**src/rtl/counter_sequencer_if.sv**
```systemverilog
// Host command channel, SmartCounter control lines and status flags of counter_sequencer.
// Latency/backpressure belong to the sequencer; this file only groups the signals.
interface counter_sequencer_if #(
  parameter int WIDTH = 8
);
  logic             cmd_valid;
  logic             cmd_ready;
  logic [WIDTH-1:0] cmd_start;
  logic [WIDTH-1:0] cmd_target;
  logic             load;
  logic             enable;
  logic [WIDTH-1:0] data_out;
  logic [WIDTH-1:0] count_in;
  logic             busy;
  logic             done;
  logic             error;

  // slave: the sequencer itself
  modport slave (
    input  cmd_valid, cmd_start, cmd_target, count_in,
    output cmd_ready, load, enable, data_out, busy, done, error
  );

  // master: host plus the counter it controls
  modport master (
    output cmd_valid, cmd_start, cmd_target, count_in,
    input  cmd_ready, load, enable, data_out, busy, done, error
  );
endinterface

```
**src/rtl/counter_sequencer.sv**
```systemverilog
// Loads start into a SmartCounter, enables it until it lands on target, then pulses done (optional abort: COUNTER_SEQ_TIMEOUT_EN).
// Latency: accept -> 1 LOAD cycle -> N=(target-start) mod 2^WIDTH RUN cycles -> 1 DONE cycle -> IDLE.
// Backpressure: cmd_ready is high only in IDLE; commands offered in any other state wait.
module counter_sequencer #(
  parameter int WIDTH   = 8,
  parameter int TIMEOUT = 300
) (
  input  logic          clk,
  input  logic          reset,
  counter_sequencer_if.slave bus
);

  typedef enum logic [1:0] {
    IDLE = 2'd0,
    LOAD = 2'd1,
    RUN  = 2'd2,
    DONE = 2'd3
  } state_t;

  // A full wrap must finish before the abort may fire.
  if (TIMEOUT <= (1 << WIDTH)) begin : g_timeout_check
    $error("counter_sequencer: TIMEOUT must exceed 2**WIDTH");
  end

  state_t           state_q;
  state_t           state_d;
  logic [WIDTH-1:0] start_q;
  logic [WIDTH-1:0] target_q;
  logic             accept;
  logic             hit;
  logic             timeout_hit;

  assign accept = bus.cmd_valid && (state_q == IDLE);
  // Stop one count early so the last enabled edge lands exactly on target.
  assign hit    = (bus.count_in == (target_q - WIDTH'(1)));

`ifdef COUNTER_SEQ_TIMEOUT_EN
  localparam int RCW = $clog2(TIMEOUT + 1);

  logic [RCW-1:0] run_cnt_q;
  logic           err_q;

  assign timeout_hit = (run_cnt_q == RCW'(TIMEOUT - 1));

  always_ff @(posedge clk or posedge reset) begin
    if (reset) begin
      run_cnt_q <= '0;
      err_q     <= 1'b0;
    end else begin
      if (state_q == RUN) begin
        run_cnt_q <= run_cnt_q + RCW'(1);
      end else begin
        run_cnt_q <= '0;
      end
      // Set only for the DONE cycle that follows an aborted RUN.
      err_q <= (state_q == RUN) && timeout_hit && !hit;
    end
  end

  assign bus.error = err_q;
`else
  assign timeout_hit = 1'b0;
  assign bus.error   = 1'b0;
`endif

  always_comb begin
    state_d = state_q;
    case (state_q)
      IDLE: begin
        if (accept) begin
          state_d = LOAD;
        end
      end
      LOAD: begin
        state_d = (start_q == target_q) ? DONE : RUN;
      end
      RUN: begin
        if (hit || timeout_hit) begin
          state_d = DONE;
        end
      end
      DONE: begin
        state_d = IDLE;
      end
      default: begin
        state_d = IDLE;
      end
    endcase
  end

  always_ff @(posedge clk or posedge reset) begin
    if (reset) begin
      state_q <= IDLE;
    end else begin
      state_q <= state_d;
    end
  end

  always_ff @(posedge clk or posedge reset) begin
    if (reset) begin
      start_q  <= '0;
      target_q <= '0;
    end else if (accept) begin
      start_q  <= bus.cmd_start;
      target_q <= bus.cmd_target;
    end
  end

  assign bus.cmd_ready = (state_q == IDLE);
  assign bus.load      = (state_q == LOAD);
  assign bus.enable    = (state_q == RUN);
  assign bus.busy      = (state_q == LOAD) || (state_q == RUN);
  assign bus.done      = (state_q == DONE);
  assign bus.data_out  = start_q;

endmodule

```
**src/flat_wrapper.sv**
```systemverilog
// flat-port wrapper written by rule: the top's interface ports become plain ports
module counter_sequencer_flat 
#(
  parameter int WIDTH   = 8,
  parameter int TIMEOUT = 300
)
  (clk, reset, bus_cmd_valid, bus_cmd_start, bus_cmd_target, bus_count_in, bus_cmd_ready, bus_load, bus_enable, bus_data_out, bus_busy, bus_done, bus_error);
  counter_sequencer_if #(.WIDTH(WIDTH)) bus_i ();
  input  logic clk;
  input  logic reset;
  input wire logic [$bits(bus_i.cmd_valid)-1:0] bus_cmd_valid;
  input wire logic [$bits(bus_i.cmd_start)-1:0] bus_cmd_start;
  input wire logic [$bits(bus_i.cmd_target)-1:0] bus_cmd_target;
  input wire logic [$bits(bus_i.count_in)-1:0] bus_count_in;
  output wire logic [$bits(bus_i.cmd_ready)-1:0] bus_cmd_ready;
  output wire logic [$bits(bus_i.load)-1:0] bus_load;
  output wire logic [$bits(bus_i.enable)-1:0] bus_enable;
  output wire logic [$bits(bus_i.data_out)-1:0] bus_data_out;
  output wire logic [$bits(bus_i.busy)-1:0] bus_busy;
  output wire logic [$bits(bus_i.done)-1:0] bus_done;
  output wire logic [$bits(bus_i.error)-1:0] bus_error;
  assign bus_i.cmd_valid = bus_cmd_valid;
  assign bus_i.cmd_start = bus_cmd_start;
  assign bus_i.cmd_target = bus_cmd_target;
  assign bus_i.count_in = bus_count_in;
  assign bus_cmd_ready = bus_i.cmd_ready;
  assign bus_load = bus_i.load;
  assign bus_enable = bus_i.enable;
  assign bus_data_out = bus_i.data_out;
  assign bus_busy = bus_i.busy;
  assign bus_done = bus_i.done;
  assign bus_error = bus_i.error;
  counter_sequencer #(.WIDTH(WIDTH), .TIMEOUT(TIMEOUT)) u_core (.clk(clk), .reset(reset), .bus(bus_i));
endmodule
```
**config.mk**
```make
export PLATFORM = sky130hd
export DESIGN_NAME = counter_sequencer_flat
export DESIGN_NICKNAME = d
export VERILOG_FILES = /design/src/rtl/counter_sequencer_if.sv /design/src/rtl/counter_sequencer.sv /design/src/flat_wrapper.sv
export SDC_FILE = /design/constraint.sdc
export NUM_CORES = 1
export LEC_CHECK = 0
export CAP_MARGIN = 20
export CORE_MARGIN = 1.5
export CORE_UTILIZATION = 44
export DETAILED_ROUTE_END_ITERATION = 12
export GPL_TIMING_DRIVEN = 0
export PLACE_DENSITY = 0.77
export SLEW_MARGIN = 10
export SYNTH_ARGS = -nofsm -noshare
export SYNTH_HDL_FRONTEND = slang
export SYNTH_SLANG_ARGS = --single-unit
export TNS_END_PERCENT = 100
```
**constraint.sdc**
```tcl
create_clock -name clk -period 2.65 [get_ports clk]
set_input_delay 0.3975 -clock clk [delete_from_list [all_inputs] [get_ports clk]]
set_output_delay 0.3975 -clock clk [all_outputs]
set_load 0.01 [all_outputs]
```
==> metrics.cfg <==
[floorplanning]
ioPinCount = 41
fp.dieArea_um2 = 2900
die-width_um = 53.8
die_h_um = 53.8
initial_core_util_pct = 46.3
core-area_um2 = 2450
rows = 18

[setup_path]
critical_path_buf_inv_count = 1
cp_cell_sequence = inv_1 > ha_1 > o21ba_1 > a221oi_1 > a41oi_1 > o31a_1 > nor3_4 > mux2_1
cp_top_family = compound AO/OA/AOI/OAI gates
crit_path_top_delay_cell = dfrtp_1
crit_arrival_ns = 2.50
start_kind = register
path_class = register to register
crit_cells = 8
path_max_fanout = 6
rr_startpoint = u_core.target_q[1]
reg2reg_setup_slack_ns = 0.34
crit_path_max_incr_delay_ns = 0.46
cp_data_required_time_ns = 2.84
reg2reg_depth = 8
crit_end = u_core.state_q[1]
startpoint = u_core.target_q[1]
cp-end-kind = register
reg2reg_to = u_core.state_q[1]

[global_routing]
grt.busiest_layer = met2
grtUsageMet1_pct = 24.3
grt_max_degree = 19
grtUsageTotal_pct = 19.4
grt_pass1_wl_um = 3980
gr-usage-met2_pct = 32.7
grt_pass1_vias = 889
antenna_found_initial = 0
overflow = 0
use_met3_pct = 2.78

[timing]
tightest_slew_ns = 0.656
finalCriticalPeriod_ns = 2.31
timing.final.hold_violations = 0
timing.final.ws_setup_ns = 0.337
fmax_mhz = 432
fin_skew_ns = 0.00358
fin_crit_sh_pct = 87.3
finalSetupViolations = 0
rsz0062_at_grt = no
maxSlewViolCount = 0
relSlewSlack_pct = 56.2
totalNegativeSetupSlack_ns = 0

[synthesis]
synth_area_leaders = dfrtp_1 (40%), mux2_2 (16%), xor2_1 (6.9%)
synth_flop_cell = dfrtp_1
synth-compound-area-share_pct = 9.14
synth_edf_count = 0
synth.distinct_cells = 34
synthMuxAreaShare_pct = 16.9
synth_xor_xnor_area_share_pct = 13.1
yosys.area_share.simple_pct = 11.0
synth-seq-cells = 18
yosysWarnings = 0
synth_fa_ha_area_share_pct = 5.51
synth_top_family_by_area = multiplexers
yosysTopAreaCellShare_pct = 39.6
syn_inst = 99
yosys-top-cells-count = dfrtp_1 (18), mux2_2 (16), xor2_1 (9)
synth-async-reset-ratio_pct = 100
yosysMostFrequentCell = dfrtp_1
yosys.area.top_type = dfrtp_1
syn_area_per_cell_um2 = 11.5
ys_seq_area_share_pct = 39.6
syn_area_um2 = 1140
syn_nets = 131

[cts]
hold_buffers = 0
cts_setup_buffers = 0
cts_sinks = 18
numCtsBuffers = 3
insertion_delay_ns = 0.29
cts-resized-gates = 0
cts.clk_slew.worst_paths_ns = 0.10
htree_levels = 1
clockBufferDepth = 2
cts-root-buf = clkbuf_4
cts_tree = built

[routing]
first_pass_iters = 4
drcViolationCount = 0
postRouteWirelength_um = 2370
wl_per_cell_um = 13.9
drtAntennaViolNets = 0
drt-initial-drc-count = 4
viasPerCell = 5.11
num_vias = 874

[finish]
regArea_um2 = 450
fin_nets = 175
fillers = 203
finalInstanceArea_um2 = 1590
diodes = 0
utilization_pct = 64.6
multi_input_area_um2 = 636
layout-drive-gt1-share_pct = 19.1
syn_to_final_growth_pct = 39.6

[job]
maxCapViolCount = 0

[placed_design]
dpl_cell_area_um2 = 1560
place_hpwl_um = 1940
dp_worst_setup_slack_ns = 0.217
port_buffers = 39
place_congestion = 0.757

[power]
leakage_nw = 0.650
powerDensity_nw_per_um2 = 1140
vdd_drop_max_v = 0.000748

[hold_path]
hp-class = primary input to async pin

[run_status]
status = finished clean

state kept, by name, summed over array words and instances (netlist names):
name	count
u_core.bus.data_out	8
u_core.target_q	8
u_core.state_q	2
worst min path at each step:
stage / from / to / slack, ns / cells past startpoint
after floorplan: reset / u_core.bus.data_out[0] / 0.34 / 1
after global routing: reset / u_core.target_q[5] / 0.55 / 2
after detailed placement: u_core.bus.data_out[1] / u_core.bus.data_out[1] / 0.55 / 1
after CTS: reset / u_core.bus.data_out[6] / 0.51 / 2
after global placement: u_core.bus.data_out[5] / u_core.bus.data_out[5] / 0.54 / 1
final: reset / u_core.bus.data_out[6] / 0.49 / 2
cells by family after synthesis:
kind of cell,count (synthesis)
AOI/OAI and AO/OA,10
muxes,17
and+or+nand+nor,21
DFF,18
other,1
xor gates and xnor gates,17
buffers and inverters,10
adders and majority gates,5
layer usage:
metal,vias up,routed length [um]
met3,4,84
li1,430,-
met5,-,0
met1,419,978
met2,21,1270
met4,0,33
power by group:
group          total (W)  switching, W  internal, W  leakage [nW]
registers       0.000578      0.000160     0.000418         0.213
logic            0.00109      0.000460     0.000630         0.424
clock network   0.000134     0.0000812    0.0000530        0.0138
total            0.00180      0.000702      0.00110         0.650
cell type report:
class | count | area share (%)
Timing Repair Buffer | 39 | 24.6
Clock buffer | 3 | 1.42
Buffer | 5 | 1.97
Sequential cell | 18 | 28.4
Tap cell | 30 | 2.37
Multi-Input combinational cell | 71 | 40.1
Inverter | 5 | 1.18
through the flow:
stage / hold slack, ns / cells / power, W
finish: 0.486 / 171 / 0.00180
CTS: 0.510 / 171 / 0.00182
global placement: 0.538 / 168 / 0.00163
global route: 0.550 / 171 / 0.00195
detailed placement: 0.552 / 168 / 0.00169
floorplan: 0.336 / 99 / 0.00128
cells in the final DEF (no fill, tap or decap), types with 3 or more instances in the layout:
| cell type | netlist | routed |
|---|---|---|
| inv_1 | 5 | 5 |
| xor2_1 | 9 | 9 |
| dfrtp_1 | 18 | 18 |
| ha_1 | 5 | 5 |
| nand3_1 | 4 | 4 |
| nor2_1 | 4 | 4 |
| mux2_2 | 16 | 16 |
| xnor2_1 | 8 | 8 |
| clkbuf_4 | 0 | 3 |
| clkdlybuf4s50_1 | 0 | 39 |
Note: power is estimated with default switching activity, not from simulation.
